**config.mk**
```make
export PLATFORM = sky130hd
export DESIGN_NAME = sram_burst_ctrl_flat
export DESIGN_NICKNAME = d
export VERILOG_FILES = /design/src/rtl/sram_burst_ctrl_if.sv /design/src/rtl/sram_burst_ctrl.sv /design/src/flat_wrapper.sv
export SDC_FILE = /design/constraint.sdc
export NUM_CORES = 1
export LEC_CHECK = 0
export ABC_AREA = 1
export CORE_MARGIN = 4
export CORE_UTILIZATION = 46
export CTS_CLUSTER_DIAMETER = 200
export DETAILED_ROUTE_END_ITERATION = 16
export GPL_TIMING_DRIVEN = 0
export PLACE_DENSITY = 0.8
export SKIP_CTS_REPAIR_TIMING = 1
export SLEW_MARGIN = 10
export SYNTH_ARGS = -nofsm -noshare
export SYNTH_HDL_FRONTEND = slang
export SYNTH_SLANG_ARGS = --single-unit
```
**constraint.sdc**
```tcl
create_clock -name clk -period 2.3 [get_ports clk]
set_clock_uncertainty 0.15 [all_clocks]
set_input_delay 0.23 -clock clk [delete_from_list [all_inputs] [get_ports clk]]
set_output_delay 0.23 -clock clk [all_outputs]
set_load 0.02 [all_outputs]
```
**src/rtl/sram_burst_ctrl_if.sv**
```systemverilog
// Bundles the datapath-side request/response signals and the external SRAM pins of
// sram_burst_ctrl. slave = the controller, master = datapath plus SRAM.
interface sram_burst_ctrl_if #(
    parameter int unsigned ADDR_W = 16,
    parameter int unsigned DATA_W = 8,
    parameter int unsigned LEN_W  = 4
);
    logic              start;
    logic              writemode;
    logic [ADDR_W-1:0] i_address;
    logic [LEN_W-1:0]  i_burst_len;
    logic [DATA_W-1:0] i_w_data;
    logic              o_w_req;
    logic [DATA_W-1:0] o_r_data;
    logic              o_r_valid;
    logic              io_done;
    logic              busy;
    logic              read_enable;
    logic              write_enable;
    logic [ADDR_W-1:0] address;
    logic [DATA_W-1:0] w_data;
    logic [DATA_W-1:0] r_data;

    modport slave (
        input  start, writemode, i_address, i_burst_len, i_w_data, r_data,
        output o_w_req, o_r_data, o_r_valid, io_done, busy,
        output read_enable, write_enable, address, w_data
    );

    modport master (
        output start, writemode, i_address, i_burst_len, i_w_data, r_data,
        input  o_w_req, o_r_data, o_r_valid, io_done, busy,
        input  read_enable, write_enable, address, w_data
    );
endinterface

```
**src/rtl/sram_burst_ctrl.sv**
```systemverilog
// SRAM access controller: single or burst reads/writes, each word holding its strobe for
// WAIT_CYCLES cycles followed by a one-cycle turnaround. All SRAM-facing outputs are registered.
module sram_burst_ctrl #(
    parameter int unsigned ADDR_W      = 16,
    parameter int unsigned DATA_W      = 8,
    parameter int unsigned WAIT_CYCLES = 3,
    parameter int unsigned LEN_W       = 4
) (
    input logic                clk,
    input logic                n_rst,
    sram_burst_ctrl_if.slave   bus
);
    localparam int unsigned WAIT_W = (WAIT_CYCLES > 1) ? $clog2(WAIT_CYCLES) : 1;
    localparam logic [WAIT_W-1:0] WAIT_LAST = WAIT_W'(WAIT_CYCLES - 1);

    typedef enum logic [1:0] {StIdle, StAccess, StRecover} state_e;

    state_e            r_state,    w_state_d;
    logic              r_write,    w_write_d;
    logic [WAIT_W-1:0] r_wait_cnt, w_wait_cnt_d;
    logic [LEN_W-1:0]  r_word_cnt, w_word_cnt_d;
    logic              r_re,       w_re_d;
    logic              r_we,       w_we_d;
    logic [ADDR_W-1:0] r_addr,     w_addr_d;
    logic [DATA_W-1:0] r_wdata,    w_wdata_d;
    logic [DATA_W-1:0] r_rdata,    w_rdata_d;

    always_ff @(posedge clk or negedge n_rst) begin
        if (!n_rst) begin
            r_state    <= StIdle;
            r_write    <= 1'b0;
            r_wait_cnt <= '0;
            r_word_cnt <= '0;
            r_re       <= 1'b0;
            r_we       <= 1'b0;
            r_addr     <= '0;
            r_wdata    <= '0;
            r_rdata    <= '0;
        end else begin
            r_state    <= w_state_d;
            r_write    <= w_write_d;
            r_wait_cnt <= w_wait_cnt_d;
            r_word_cnt <= w_word_cnt_d;
            r_re       <= w_re_d;
            r_we       <= w_we_d;
            r_addr     <= w_addr_d;
            r_wdata    <= w_wdata_d;
            r_rdata    <= w_rdata_d;
        end
    end

    always_comb begin
        w_state_d    = r_state;
        w_write_d    = r_write;
        w_wait_cnt_d = r_wait_cnt;
        w_word_cnt_d = r_word_cnt;
        w_re_d       = 1'b0;
        w_we_d       = 1'b0;
        w_addr_d     = r_addr;
        w_wdata_d    = r_wdata;
        w_rdata_d    = r_rdata;
        unique case (r_state)
            StIdle: begin
                if (bus.start) begin
                    w_state_d    = StAccess;
                    w_write_d    = bus.writemode;
                    w_wait_cnt_d = '0;
                    w_word_cnt_d = bus.i_burst_len;
                    w_addr_d     = bus.i_address;
                    w_re_d       = !bus.writemode;
                    w_we_d       = bus.writemode;
                    if (bus.writemode) w_wdata_d = bus.i_w_data;
                end
            end
            StAccess: begin
                if (r_wait_cnt == WAIT_LAST) begin
                    w_state_d    = StRecover;
                    w_wait_cnt_d = '0;
                    if (!r_write) w_rdata_d = bus.r_data;
                end else begin
                    w_wait_cnt_d = r_wait_cnt + WAIT_W'(1);
                    w_re_d       = r_re;
                    w_we_d       = r_we;
                end
            end
            StRecover: begin
                if (r_word_cnt == '0) begin
                    w_state_d = StIdle;
                end else begin
                    // Next word of the burst: address wraps naturally at 2^ADDR_W.
                    w_state_d    = StAccess;
                    w_word_cnt_d = r_word_cnt - LEN_W'(1);
                    w_addr_d     = r_addr + ADDR_W'(1);
                    w_re_d       = !r_write;
                    w_we_d       = r_write;
                    if (r_write) w_wdata_d = bus.i_w_data;
                end
            end
            default: w_state_d = StIdle;
        endcase
    end

    assign bus.busy         = (r_state != StIdle);
    assign bus.read_enable  = r_re;
    assign bus.write_enable = r_we;
    assign bus.address      = r_addr;
    assign bus.w_data       = r_wdata;
    assign bus.o_r_data     = r_rdata;
    assign bus.o_r_valid    = (r_state == StRecover) && !r_write;
    assign bus.io_done      = (r_state == StRecover) && (r_word_cnt == '0);
    assign bus.o_w_req      = (r_state == StRecover) && r_write && (r_word_cnt != '0);
endmodule

```
**src/flat_wrapper.sv**
```systemverilog
// flat-port wrapper written by rule: the top's interface ports become plain ports
module sram_burst_ctrl_flat 
#(
    parameter int unsigned ADDR_W      = 16,
    parameter int unsigned DATA_W      = 8,
    parameter int unsigned WAIT_CYCLES = 3,
    parameter int unsigned LEN_W       = 4
)
  (clk, n_rst, bus_start, bus_writemode, bus_i_address, bus_i_burst_len, bus_i_w_data, bus_r_data, bus_o_w_req, bus_o_r_data, bus_o_r_valid, bus_io_done, bus_busy, bus_read_enable, bus_write_enable, bus_address, bus_w_data);
  sram_burst_ctrl_if #(.ADDR_W(ADDR_W), .DATA_W(DATA_W), .LEN_W(LEN_W)) bus_i ();
  input logic clk;
  input logic n_rst;
  input wire logic [$bits(bus_i.start)-1:0] bus_start;
  input wire logic [$bits(bus_i.writemode)-1:0] bus_writemode;
  input wire logic [$bits(bus_i.i_address)-1:0] bus_i_address;
  input wire logic [$bits(bus_i.i_burst_len)-1:0] bus_i_burst_len;
  input wire logic [$bits(bus_i.i_w_data)-1:0] bus_i_w_data;
  input wire logic [$bits(bus_i.r_data)-1:0] bus_r_data;
  output wire logic [$bits(bus_i.o_w_req)-1:0] bus_o_w_req;
  output wire logic [$bits(bus_i.o_r_data)-1:0] bus_o_r_data;
  output wire logic [$bits(bus_i.o_r_valid)-1:0] bus_o_r_valid;
  output wire logic [$bits(bus_i.io_done)-1:0] bus_io_done;
  output wire logic [$bits(bus_i.busy)-1:0] bus_busy;
  output wire logic [$bits(bus_i.read_enable)-1:0] bus_read_enable;
  output wire logic [$bits(bus_i.write_enable)-1:0] bus_write_enable;
  output wire logic [$bits(bus_i.address)-1:0] bus_address;
  output wire logic [$bits(bus_i.w_data)-1:0] bus_w_data;
  assign bus_i.start = bus_start;
  assign bus_i.writemode = bus_writemode;
  assign bus_i.i_address = bus_i_address;
  assign bus_i.i_burst_len = bus_i_burst_len;
  assign bus_i.i_w_data = bus_i_w_data;
  assign bus_i.r_data = bus_r_data;
  assign bus_o_w_req = bus_i.o_w_req;
  assign bus_o_r_data = bus_i.o_r_data;
  assign bus_o_r_valid = bus_i.o_r_valid;
  assign bus_io_done = bus_i.io_done;
  assign bus_busy = bus_i.busy;
  assign bus_read_enable = bus_i.read_enable;
  assign bus_write_enable = bus_i.write_enable;
  assign bus_address = bus_i.address;
  assign bus_w_data = bus_i.w_data;
  sram_burst_ctrl #(.ADDR_W(ADDR_W), .DATA_W(DATA_W), .WAIT_CYCLES(WAIT_CYCLES), .LEN_W(LEN_W)) u_core (.clk(clk), .n_rst(n_rst), .bus(bus_i));
endmodule
```
Yosys cells after proc, flatten, opt, wreduce, memory -nomap -nowiden:

Index checks and enable logic that the tools add are counted.

* register bits: 43
* bits in latches: 0
* memory bits (writable): 0
* ROM bits: 0
* input port bits: 40
* output and inout port bits: 38
* logic and storage cells: 64
* memories: 0

* add/sub/neg operators: 3
* multiply operators: 0
* divide/modulo/power cells: 0
* magnitude comparators: 0
* equality and inequality tests: 8
* shifts and indexed selects: 0
* multiplexer cells: 25
* bitwise logic cells: 1
* reduce and logical (&&, ||, !) cells: 18

Operators with widths (count)
* two-way mux 16 bit: 2
* two-way mux 8 bit: 4
* one-hot mux 16 bit (2 select lines): 1
* adder 16 x 1 -> 16 bit (second input constant): 1
* one-hot mux 8 bit (2 select lines): 1
* two-way mux 2 bit: 4
* two-way mux 4 bit: 2
* one-hot mux 4 bit (2 select lines): 1
* two-way mux 1 bit: 6
* inequality test 2 bit (second input constant): 3
* one-hot mux 1 bit (3 select lines): 2
* one-hot mux 2 bit (3 select lines): 1
* AND reduction 2 bit: 3
* AND reduction 3 bit: 2
* nonzero test 2 bit: 3
* AND reduction 5 bit: 1
* equality test 2 bit (second input constant): 2
* logical AND 1 bit: 4
* zero test 4 bit: 1
* inequality test 2 x 1 -> 1 bit (second input constant): 2
* one-hot mux 2 bit (2 select lines): 1
* nonzero test 4 bit: 1
* subtractor 4 x 1 -> 4 bit (second input constant): 1
* adder 2 x 1 -> 2 bit (second input constant): 1
* other kinds (4): 5

Logic depth before layout (Yosys ltp):

* depth in word-level cells: 3
* depth in mapped cells: 12
* gate-level depth less buffers: 11

Least setup slack after synthesis:

Ideal clock, no wire load.

* kind: register to register
* start point: register u_core.r_addr[1] (netlist: u_core.bus.address[1])
* end point: register u_core.r_addr[10] (netlist: u_core.bus.address[10])
* setup time: 0.117 ns
* data arrival time: 1.344 ns
* path slack: 0.689 ns
* stages on the path, launching flop included: 9
* clock period less this slack: 1.611 ns
* cell sequence: dfrtp_1 ha_1 nand3_1 inv_1 nand2_1 o21ai_0 nand3_1 nand2_1 nand2_1

* cells in the longest elaborated chain, start to end: 3

Ends and longest elaborated chain
* start: declaration: RTL line sram_burst_ctrl.sv:24 `logic [ADDR_W-1:0] r_addr, w_addr_d;`
* start signal: assignment: RTL line sram_burst_ctrl.sv:46 `r_addr <= w_addr_d;`
* adder 16 x 1 -> 16 bit: RTL line sram_burst_ctrl.sv:93 `w_addr_d = r_addr + ADDR_W'(1);`
* two-way mux 16 bit: RTL line sram_burst_ctrl.sv:87 `if (r_word_cnt == '0) begin`
* one-hot mux 16 bit (2 select lines): RTL line sram_burst_ctrl.sv:62 `unique case (r_state)`

No other way between the ends. The select of a mux whose other input is x is not followed.
A chain may end at the register's enable or synchronous reset.

Worst setup path in the final report:

* start point: register u_core.r_word_cnt[1]
* end point: output port bus_o_w_req

* cells in the longest elaborated chain, start to end: 2

Ends and longest elaborated chain
* start: declaration: RTL line sram_burst_ctrl.sv:21 `logic [LEN_W-1:0] r_word_cnt, w_word_cnt_d;`
* start signal: assignment: RTL line sram_burst_ctrl.sv:43 `r_word_cnt <= w_word_cnt_d;`
* nonzero test 4 bit: RTL line sram_burst_ctrl.sv:111 `assign bus.o_w_req = (r_state == StRecover) && r_write && (r_word_cnt != '0);`
* logical AND 1 bit: RTL line sram_burst_ctrl.sv:111
* end: declaration: RTL line flat_wrapper.sv:19 `output wire logic [$bits(bus_i.o_w_req)-1:0] bus_o_w_req;`

No other way between the ends.

==> out/results.txt <==
Delay-heaviest family, CP = simple AND/OR/NAND/NOR gates
Final wirelength = 6000 um
Share of layout cells above drive strength 1 = 0.0850
Final setup violation count = 0
Met1 usage = 0.237
Post-layout min period = 2.04 ns
Num CTS Buffers = 5
Worst path bufs/invs = 3
Period utilization = 0.886
Reg2reg start = u_core.r_word_cnt[1]
I/O Buffers = 77
Fmax = 0.491 GHz
Total core area = 4850 um2
Antenna-violating nets left = 0
Reg2reg end = u_core.bus.address[14]
Final core utilization = 0.687
Critical Path Stages = 8
Cell with the most instances after synthesis = nand2_1
Vias in the first global route = 2299
Via density = 4.98
FP Rows = 25
Mean routed wirelength per cell = 12.8 um
Worst slew margin = 0.726
FF-to-FF path depth = 12
Top-area cell type share of the netlist area = 0.457
Die Height = 79.6 um
Global routing usage on met3 = 0.0643
Slowest cell on the critical path = dfrtp_1
Setup WS pre-CTS = 0.240 ns
Design area = 3330 um2
Yosys top cell by area = dfrtp_1
Worst skew pair latency = 0.29 ns
Antenna cells = 0
Async set-reset flop share out of synthesis = 1.00
Top cells by count, synth = nand2_1, dfrtp_1, nor2_1
Total gr overflow = 0
First-pass GRT wire length = 10200 um
Area growth syn-to-layout = 41.4%
Critical Path AT = 1.66 ns
Htree depth = 2
Synthesized area per cell = 7.50 um2
Req. time, crit path = 1.92 ns
Sequential share of the synthesized area = 0.457
Drt initial violations = 139
1st-pass router iterations = 4
RSZ-0062 raised after global routing = no
Critical path cell sequence = inv_1 -> ha_1 -> inv_1 -> nor2_2 -> nand2_1 -> nand2_4 -> nor2_1 -> dlymetal6s2s_1
Clk slew on worst S/H paths = 0.08 ns
Syn Nets = 356
Slew @ Worst Pin = 0.411 ns
PD cells = 1280 nW/um2
CP Launch Type = register
CTS tree = done
Flops & latches, synth = 43
CTS sink count = 43
Die span in x = 79.6 um
PnR worst setup slack = 0.263 ns
Routability cong. = 0.881
Critical path class = register to primary output
Synth top area cells = dfrtp_1, nand2_1, nand3_1
Critical Path Source = u_core.r_word_cnt[1]
Slew Limit Fails = 0
Synth Flop Type = dfrtp_1
Power, Total = 4260 uW
Fin. Hold Viols = 0
Leak = 0.00160 uW
Max capacitance violation total = 0
DIE AREA = 6330 um2
Crit-path max FO = 3
# IOs = 78
Hold WC Path Type = input port to asynchronous set/reset pin
Status = completed
Initial antenna violation count = 0
CP Capture Type = primary output
DR DRC count = 0
Unique masters post-synth = 29
Synth Cell Area = 2360 um2
CP most frequent cell = inv_1
Worst hold slack = 0.184 ns
Max Root-Sink Buffers = 2
Grt met2 use = 0.346
Fillers = 418
Detail Placement HPWL = 4510 um
Post-synth EDFFs = 0
Synthesis warning total = 0
Nets = 442
Gate Count Post-Synth = 314
Total GRT Usage = 0.200
Worst stage delay on the critical path = 0.37 ns
Pin count of the biggest net entering global routing = 35
Initial Utilization = 0.486
R2R Setup Slk = 0.48 ns
Dpl cell area = 3230 um2
Via count = 2326
Peak VDD IR = 775 uV
CTS root buffer = clkbuf_8
CP endpoint = bus_o_w_req
Global route hottest layer = met2
[power by group]
group	internal, uW	switching, uW
combinational	1010	1340
sequential	1120	310
clock	236	252
total	2360	1900
[cell families after synthesis]
group / synth area share
adders and majority gates: 0.0106
DFF: 0.457
and+or+nand+nor: 0.334
xor gates and xnor gates: 0.00372
buffers and inverters: 0.0850
AOI/OAI and AO/OA: 0.110
[through the flow]
| step | cells | setup TNS, ns |
|---|---|---|
| final | 467 | 0 |
| after global routing | 467 | 0 |
| after CTS | 466 | -0.175 |
| after detailed placement | 459 | 0 |
| after global placement | 458 | -14.50 |
| after floorplan | 314 | 0 |
[metal layers]
metal / share of wire / vias to the layer above
li1: - / 1174
met1: 0.42 / 1070
met2: 0.49 / 72
met3: 0.075 / 10
met4: 0.016 / 0
met5: 0 / -
[layout by cell type (no fill, tap or decap), types with 4 or more instances in the layout]
cell type,synthesis,layout
clkdlybuf4s50_1,0,73
nand3_1,28,28
nor2_2,4,4
buf_6,4,4
o21ai_1,8,8
nand2_1,110,110
a21oi_1,13,13
clkbuf_8,0,6
inv_1,27,27
dfrtp_1,43,43
o21ai_0,14,14
nor2_1,30,30
[worst reg2reg max path, stage by stage, from the launching register on]
cell,delay [ns]
dfrtp_1,0.37
inv_1,0.11
ha_1,0.19
inv_1,0.06
nor2_2,0.10
nand2_1,0.13
nand2_4,0.14
nand2_8,0.10
inv_4,0.09
buf_6,0.15
nor2_2,0.04
nand2_1,0.06
nand2_1,0.05
[flip-flops by register name, indices dropped and copies added (netlist names)]
name,cells
u_core.r_write,1
u_core.bus.address,16
u_core.bus.read_enable,1
u_core.bus.write_enable,1
u_core.r_word_cnt,4
u_core.r_wait_cnt,2
u_core.r_state,2
u_core.bus.o_r_data,8
u_core.bus.w_data,8
[area by class of cell]
class / count / area, um2 / area share
well taps: 67 / 83.8 / 0.0252
multi-input cells: 230 / 1080 / 0.324
inverters: 32 / 128 / 0.0383
clock buffers: 6 / 82.6 / 0.0248
repair buffers: 79 / 803 / 0.241
plain buffers: 9 / 72.6 / 0.0218
flip-flops and latches: 43 / 1080 / 0.323
clock inverters: 1 / 5.00 / 0.00150
[worst min path at each step]
stage,start,end,slack [ns],cells past startpoint
after floorplan,n_rst,u_core.bus.address[0],-0.22,0
after global placement,u_core.bus.w_data[2],u_core.bus.w_data[2],0.30,2
after detailed placement,n_rst,u_core.bus.address[3],-0.03,1
after CTS,n_rst,u_core.bus.address[5],-0.35,1
after global routing,n_rst,u_core.bus.address[5],0.20,2
final,n_rst,u_core.bus.address[5],0.18,2
Note: power is estimated with default switching activity, not from simulation.
